**src/rtl/i_tree_multi.sv**
```systemverilog
// ---------------------------------------------------------------------------
// i_tree_multi
//   Multi-channel isolation-tree anomaly detector. Each serial sensor channel
//   is deserialised (MSB first) into DATA_WIDTH-bit words. Completed words
//   wait in a one-deep holding register per channel. A round-robin arbiter
//   feeds them one at a time into a shared engine that walks a binary tree
//   held in a runtime-writable node table. The engine reports the number of
//   nodes visited and flags short paths as anomalies.
//
// Ports
//   clk              rising-edge clock
//   reset            synchronous, active-low
//   sensor_data      serial bit per channel
//   sensor_valid     qualifies sensor_data per channel
//   cfg_we/cfg_addr/cfg_thr/cfg_leaf   node-table write port
//   cfg_ready        engine idle, node-table writes accepted
//   result_valid     one-cycle result pulse
//   result_ch        channel of the latest result (held)
//   result_len       path length of the latest result (held)
//   anomaly_detected result_valid & (result_len < ANOMALY_LEN)
//   overrun          sticky per-channel word-drop flag
//   dbg_state_o      engine FSM state (0 idle, 1 eval, 2 done)
//
// Handshake: a node-table write is taken at the rising edge where
// cfg_we && cfg_ready; with cfg_ready low the write is dropped, not stalled.
// result_valid is a single-cycle pulse with no back-pressure.
// ---------------------------------------------------------------------------
module i_tree_multi #(
  parameter int NUM_CH      = 4,
  parameter int DATA_WIDTH  = 8,
  parameter int TREE_DEPTH  = 4,
  parameter int ANOMALY_LEN = 3
) (
  input  logic                                clk,
  input  logic                                reset,
  input  logic [NUM_CH-1:0]                   sensor_data,
  input  logic [NUM_CH-1:0]                   sensor_valid,
  input  logic                                cfg_we,
  input  logic [$clog2(2**TREE_DEPTH-1)-1:0]  cfg_addr,
  input  logic [DATA_WIDTH-1:0]               cfg_thr,
  input  logic                                cfg_leaf,
  output logic                                cfg_ready,
  output logic                                result_valid,
  output logic [$clog2(NUM_CH)-1:0]           result_ch,
  output logic [$clog2(TREE_DEPTH+1)-1:0]     result_len,
  output logic                                anomaly_detected,
  output logic [NUM_CH-1:0]                   overrun,
  output logic [1:0]                          dbg_state_o
);

  localparam int NODES = 2**TREE_DEPTH - 1;
  localparam int AW    = $clog2(NODES);
  localparam int CW    = $clog2(NUM_CH);
  localparam int LW    = $clog2(TREE_DEPTH + 1);
  localparam int BW    = $clog2(DATA_WIDTH);

  typedef enum logic [1:0] {
    S_IDLE = 2'd0,
    S_EVAL = 2'd1,
    S_DONE = 2'd2
  } state_e;

  state_e state_q, state_d;

  // Deserialiser and holding registers
  logic [DATA_WIDTH-1:0] word_q [NUM_CH];
  logic [DATA_WIDTH-1:0] word_d [NUM_CH];
  logic [BW-1:0]         cnt_q  [NUM_CH];
  logic [BW-1:0]         cnt_d  [NUM_CH];
  logic [DATA_WIDTH-1:0] hold_q [NUM_CH];
  logic [DATA_WIDTH-1:0] hold_d [NUM_CH];
  logic [NUM_CH-1:0]     pend_q, pend_d;
  logic [NUM_CH-1:0]     ovr_q, ovr_d;

  // Node table
  logic [DATA_WIDTH-1:0] thr_q [NODES];
  logic [NODES-1:0]      leaf_q;

  // Engine datapath
  logic [DATA_WIDTH-1:0] eval_q, eval_d;
  logic [AW-1:0]         node_q, node_d;
  logic [LW-1:0]         len_q, len_d, len_inc;
  logic [CW-1:0]         ptr_q, ptr_d;
  logic [CW-1:0]         res_ch_q, res_ch_d;
  logic [LW-1:0]         res_len_q, res_len_d;

  logic                  gnt_found;
  logic [CW-1:0]         gnt_ch;
  logic                  grant;
  logic                  walk_end;
  logic                  cfg_hit;

  // Round-robin search: first pending channel strictly after ptr_q, wrapping.
  always_comb begin
    gnt_found = 1'b0;
    gnt_ch    = '0;
    for (int i = 1; i <= NUM_CH; i++) begin
      for (int c = 0; c < NUM_CH; c++) begin
        if (!gnt_found && pend_q[c] && (((int'(ptr_q) + i) % NUM_CH) == c)) begin
          gnt_found = 1'b1;
          gnt_ch    = CW'(c);
        end
      end
    end
  end

  assign grant    = (state_q == S_IDLE) && gnt_found;
  assign len_inc  = len_q + LW'(1);
  assign walk_end = leaf_q[node_q] || (len_inc == LW'(TREE_DEPTH));
  assign cfg_hit  = cfg_we && cfg_ready && (int'(cfg_addr) < NODES);

  // Deserialisers. A grant clears pending before a same-cycle completion on
  // the same channel re-arms it, so the engine takes the old word and the new
  // one is kept without counting as an overrun.
  always_comb begin
    for (int c = 0; c < NUM_CH; c++) begin
      word_d[c] = word_q[c];
      cnt_d[c]  = cnt_q[c];
      hold_d[c] = hold_q[c];
      pend_d[c] = pend_q[c];
      ovr_d[c]  = ovr_q[c];
      if (grant && (gnt_ch == CW'(c))) begin
        pend_d[c] = 1'b0;
      end
      if (sensor_valid[c]) begin
        word_d[c] = {word_q[c][DATA_WIDTH-2:0], sensor_data[c]};
        if (cnt_q[c] == BW'(DATA_WIDTH - 1)) begin
          cnt_d[c] = '0;
          if (pend_q[c] && !(grant && (gnt_ch == CW'(c)))) begin
            ovr_d[c] = 1'b1;
          end else begin
            hold_d[c] = word_d[c];
            pend_d[c] = 1'b1;
          end
        end else begin
          cnt_d[c] = cnt_q[c] + BW'(1);
        end
      end
    end
  end

  // FSM: state register
  always_ff @(posedge clk) begin
    if (!reset) begin
      state_q <= S_IDLE;
    end else begin
      state_q <= state_d;
    end
  end

  // FSM: next state
  always_comb begin
    state_d = state_q;
    case (state_q)
      S_IDLE:  if (gnt_found) state_d = S_EVAL;
      S_EVAL:  if (walk_end)  state_d = S_DONE;
      S_DONE:  state_d = S_IDLE;
      default: state_d = S_IDLE;
    endcase
  end

  // FSM: outputs
  always_comb begin
    cfg_ready    = (state_q == S_IDLE);
    result_valid = (state_q == S_DONE);
  end

  // Engine datapath: one tree level per EVAL cycle. Children of node n are
  // 2n+1 (value below threshold) and 2n+2; a branch is only taken above the
  // last level, so the shifted node index never overflows.
  always_comb begin
    eval_d    = eval_q;
    node_d    = node_q;
    len_d     = len_q;
    ptr_d     = ptr_q;
    res_ch_d  = res_ch_q;
    res_len_d = res_len_q;
    if (grant) begin
      eval_d = hold_q[gnt_ch];
      node_d = '0;
      len_d  = '0;
      ptr_d  = gnt_ch;
    end else if (state_q == S_EVAL) begin
      len_d = len_inc;
      if (walk_end) begin
        res_len_d = len_inc;
        res_ch_d  = ptr_q;
      end else if (eval_q < thr_q[node_q]) begin
        node_d = {node_q[AW-2:0], 1'b1};
      end else begin
        node_d = {node_q[AW-2:0], 1'b0} + AW'(2);
      end
    end
  end

  always_ff @(posedge clk) begin
    if (!reset) begin
      for (int c = 0; c < NUM_CH; c++) begin
        word_q[c] <= '0;
        cnt_q[c]  <= '0;
        hold_q[c] <= '0;
      end
      pend_q <= '0;
      ovr_q  <= '0;
      for (int n = 0; n < NODES; n++) begin
        thr_q[n] <= '0;
      end
      leaf_q    <= '0;
      eval_q    <= '0;
      node_q    <= '0;
      len_q     <= '0;
      ptr_q     <= CW'(NUM_CH - 1);  // channel 0 wins the first arbitration
      res_ch_q  <= '0;
      res_len_q <= '0;
    end else begin
      for (int c = 0; c < NUM_CH; c++) begin
        word_q[c] <= word_d[c];
        cnt_q[c]  <= cnt_d[c];
        hold_q[c] <= hold_d[c];
      end
      pend_q <= pend_d;
      ovr_q  <= ovr_d;
      if (cfg_hit) begin
        thr_q[cfg_addr]  <= cfg_thr;
        leaf_q[cfg_addr] <= cfg_leaf;
      end
      eval_q    <= eval_d;
      node_q    <= node_d;
      len_q     <= len_d;
      ptr_q     <= ptr_d;
      res_ch_q  <= res_ch_d;
      res_len_q <= res_len_d;
    end
  end

  assign anomaly_detected = result_valid && (res_len_q < LW'(ANOMALY_LEN));
  assign result_ch        = res_ch_q;
  assign result_len       = res_len_q;
  assign overrun          = ovr_q;
  assign dbg_state_o      = state_q;

endmodule

```
**config.mk**
```make
export PLATFORM = sky130hd
export DESIGN_NAME = i_tree_multi
export DESIGN_NICKNAME = d
export VERILOG_FILES = /design/src/rtl/i_tree_multi.sv
export SDC_FILE = /design/constraint.sdc
export NUM_CORES = 1
export LEC_CHECK = 0
export ABC_CLOCK_PERIOD_IN_PS = 4200
export CAP_MARGIN = 0
export CORE_ASPECT_RATIO = 1.1
export CORE_MARGIN = 2
export CORE_UTILIZATION = 60
export DETAILED_ROUTE_END_ITERATION = 8
export PLACE_DENSITY_LB_ADDON = 0.12
export SETUP_SLACK_MARGIN = 0.05
export SYNTH_ARGS = -nofsm -noshare
export SYNTH_HDL_FRONTEND = slang
export SYNTH_SLANG_ARGS = --single-unit
```
**constraint.sdc**
```tcl
create_clock -name clk -period 4.2 [get_ports clk]
set_input_delay 0.84 -clock clk [delete_from_list [all_inputs] [get_ports clk]]
set_output_delay 0.84 -clock clk [all_outputs]
set_load 0.02 [all_outputs]
```
==> flow_summary.json <==
{
  "cts_resized": 0,
  "synth_top_area_frac": 0.427,
  "post_cts_buffers": 0,
  "clk_path_buf_depth": 3,
  "die_area_sq_um": 19800,
  "yosysSeqAreaShare": 0.589,
  "cp_data_required_time_ns": 4.61,
  "globalRouteOverflowTotal": 0,
  "tns_ns": 0,
  "syn_area_sq_um": 11200,
  "num_vias": 7052,
  "drtPass1Iterations": 5,
  "place_congestion": 0.877,
  "areaGrowthSynthToFinish_pct": 12.8,
  "async_flop_share": 0,
  "worstPathCellList": "buf_12 -> mux4_2 -> mux4_2 -> inv_1 -> ha_1 -> a211oi_1 -> nor2_1 -> or2_2 -> o21ai_0 -> o21ai_0 -> a311oi_1",
  "diodes": 0,
  "grt_max_degree": 37,
  "holdBufCountCts": 0,
  "synth_area_leaders": "edfxtp_1, dfxtp_1, and2_1",
  "layout.nets": 988,
  "ys.flop_type": "edfxtp_1",
  "drt_iter0_drc": 563,
  "slew_headroom": 0.342,
  "leakage_uw": 0.00469,
  "synth_enable_flop_cells": 160,
  "p_comb_frac": 0.045,
  "ys_top_cells_by_count": "edfxtp_1, and2_1, dfxtp_1, nor2_1, nand2_1",
  "worst_path_max_delay_cell": "mux4_2",
  "cts_buffers": 25,
  "synth_top_area_cell": "edfxtp_1",
  "clock_sinks": 251,
  "dp_hpwl_mm": 17.9,
  "grt_pass1_vias": 7255,
  "swShare": 0.212,
  "fillers": 1297,
  "skew_ns": 0.00979,
  "drive_above_1_share": 0.117,
  "path_class": "reg -> reg",
  "drv_slew": 0,
  "start_kind": "flip-flop",
  "power_density_nw_per_um2": 402,
  "drc": 0,
  "regArea_sq_um": 6630,
  "core_area_sq_um": 18400,
  "initial_core_util": 0.611,
  "multi_input_area_sq_um": 4340,
  "ir_worst_vdd_mv": 0.331,
  "setup_viol": 0,
  "synthMostInstantiatedCell": "edfxtp_1",
  "final.min_clock_period_ns": 3.68,
  "place.port_buffers": 37,
  "clockRootBuffer": "clkbuf_16",
  "h-tree-depth": 1,
  "insertion_delay_ns": 0.52,
  "antenna_found_initial": 0,
  "synth.avg_cell_area_sq_um": 12.5,
  "max_stage_delay_ns": 0.56,
  "cts_tree": "built",
  "io_pins": 38,
  "avgViaCountPerCell": 5.84,
  "drv_cap": 0,
  "whs_ns": 0.450,
  "p_int_uw": 4020,
  "hp-class": "reg -> reg",
  "crit_fanout": 36,
  "ant_nets": 0,
  "die_w_um": 135,
  "grt_pass1_wl_mm": 38.7,
  "yosys_warnings": 0,
  "worstPathArrival_ns": 4.09,
  "status": "complete, no violations",
  "worstSetupEndpointType": "flip-flop",
  "fin_crit_sh": 0.877,
  "cp_top_family": "compound AO/OA/AOI/OAI gates",
  "grt_use_total": 0.254,
  "crit_buf_inv": 2,
  "worstMarginPinSlew_ns": 0.981,
  "clkTransAtPathRegs_ns": 0.06,
  "netSwitchingPower_uw": 1080,
  "clkPwrFrac": 0.418,
  "die_h_um": 148,
  "rsz0062_at_grt": "false",
  "fmaxAchievable_ghz": 0.271,
  "power.share.sequential": 0.537,
  "ys_types": 60,
  "synth-seq-cells": 251,
  "synthCells": 902,
  "wl_per_cell_um": 20.4,
  "drt-total-wl_mm": 24.6,
  "hold_violations": 0,
  "rows": 52
}
## per-layer routing
layer	global-route usage	vias to the layer above	wire length (um)	part of all wire
li1	-	3305	-	-
met5	0	-	0	0
met4	0.110	0	992	0.040
met3	0.0302	66	1240	0.050
met2	0.468	230	13100	0.53
met1	0.298	3451	9300	0.38
## worst min-delay path: cells and delay by family (launching register included)
family	cells	cell delay (ns)
buffers and inverters	1	0.05
AOI/OAI and AO/OA	1	0.05
DFF	1	0.31
## flip-flops by register name (all words and copies together) (netlist names), named ones only
name         flops
cnt_q           12
result_len       3
len_q            3
eval_q           8
node_q           4
result_ch        2
hold_q          32
pend_q           4
leaf_q          15
overrun          4
word_q          28
dbg_state_o      2
ptr_q            2
thr_q          128
## power groups by stage
stage	sequential, uW	clock (uW)	combinational, uW
6_report	2730	2130	229
5_1_grt	2740	2240	249
4_1_cts	2730	2160	229
3_5_place_dp	2790	0	228
3_3_place_gp	2780	0	219
2_1_floorplan	2770	0	137
## placed cells by master (no fill, tap or decap), types with 3 or more instances in the layout
| master | instances |
|---|---|
| nor2_1 | 87 |
| nor3b_2 | 4 |
| ha_1 | 18 |
| buf_4 | 21 |
| nand2b_1 | 12 |
| or2_2 | 4 |
| mux4_2 | 39 |
| dfxtp_1 | 90 |
| o21a_1 | 6 |
| clkbuf_1 | 8 |
| a211oi_1 | 11 |
| a21oi_1 | 26 |
| conb_1 | 8 |
| or2_1 | 3 |
| clkbuf_16 | 25 |
| clkbuf_8 | 4 |
| nor3b_1 | 8 |
| nand3_1 | 3 |
| inv_1 | 22 |
| o21ai_0 | 35 |
| clkinv_2 | 5 |
| a311o_1 | 8 |
| clkdlybuf4s50_1 | 37 |
| nor2b_1 | 5 |
| nor3_1 | 5 |
| edfxtp_1 | 160 |
| nand2_1 | 53 |
| and2_1 | 153 |
| a311oi_1 | 3 |
| mux2i_1 | 51 |
## final timing paths
| path | startpoint | endpoint | slack [ns] | cells after the start |
|---|---|---|---|---|
| worst max-delay path | flip-flop | node_q[2] | 0.52 | 11 |
| worst min register to register | overrun[2] | overrun[2] | 0.45 | 2 |
| worst min-delay path | overrun[2] | overrun[2] | 0.45 | 2 |
| worst max register to register | flip-flop | node_q[2] | 0.52 | 11 |
## cell families (layout without fill, tap and decap cells)
| logic type | after synthesis | count (layout) | share of synthesized area |
|---|---|---|---|
| AND/OR/NAND/NOR | 352 | 352 | 0.168 |
| flip-flops | 251 | 251 | 0.589 |
| AO/OA/AOI/OAI | 112 | 112 | 0.0651 |
| multiplexers | 93 | 93 | 0.128 |
| buffers and inverters | 72 | 127 | 0.0265 |
| adder cells (fa/ha/maj) | 18 | 18 | 0.0200 |
| XOR/XNOR | 3 | 3 | 0.00234 |
| other | 1 | 8 | 0.000334 |
## through the flow
step / area [sq um] / util / total power [uW] / setup WS [ns] / std cells
3_5_place_dp: 11900 / 0.647 / 3010 / 0.597 / 1162
3_3_place_gp: 11900 / 0.647 / 3000 / 0.757 / 1162
6_report: 12700 / 0.689 / 5090 / 0.516 / 1207
5_1_grt: 12700 / 0.689 / 5230 / 0.224 / 1207
2_1_floorplan: 11300 / - / 2900 / 0.519 / 909
4_1_cts: 12700 / 0.689 / 5120 / 0.551 / 1207
## final cells by class
type	instances	area share
repair buffers	59	0.0432
multi-input cells	586	0.343
inverters	23	0.00681
clock inverters	8	0.00493
well taps	243	0.0240
flip-flops and latches	251	0.523
clock buffers	37	0.0560
(Power assumes the default switching activity.)
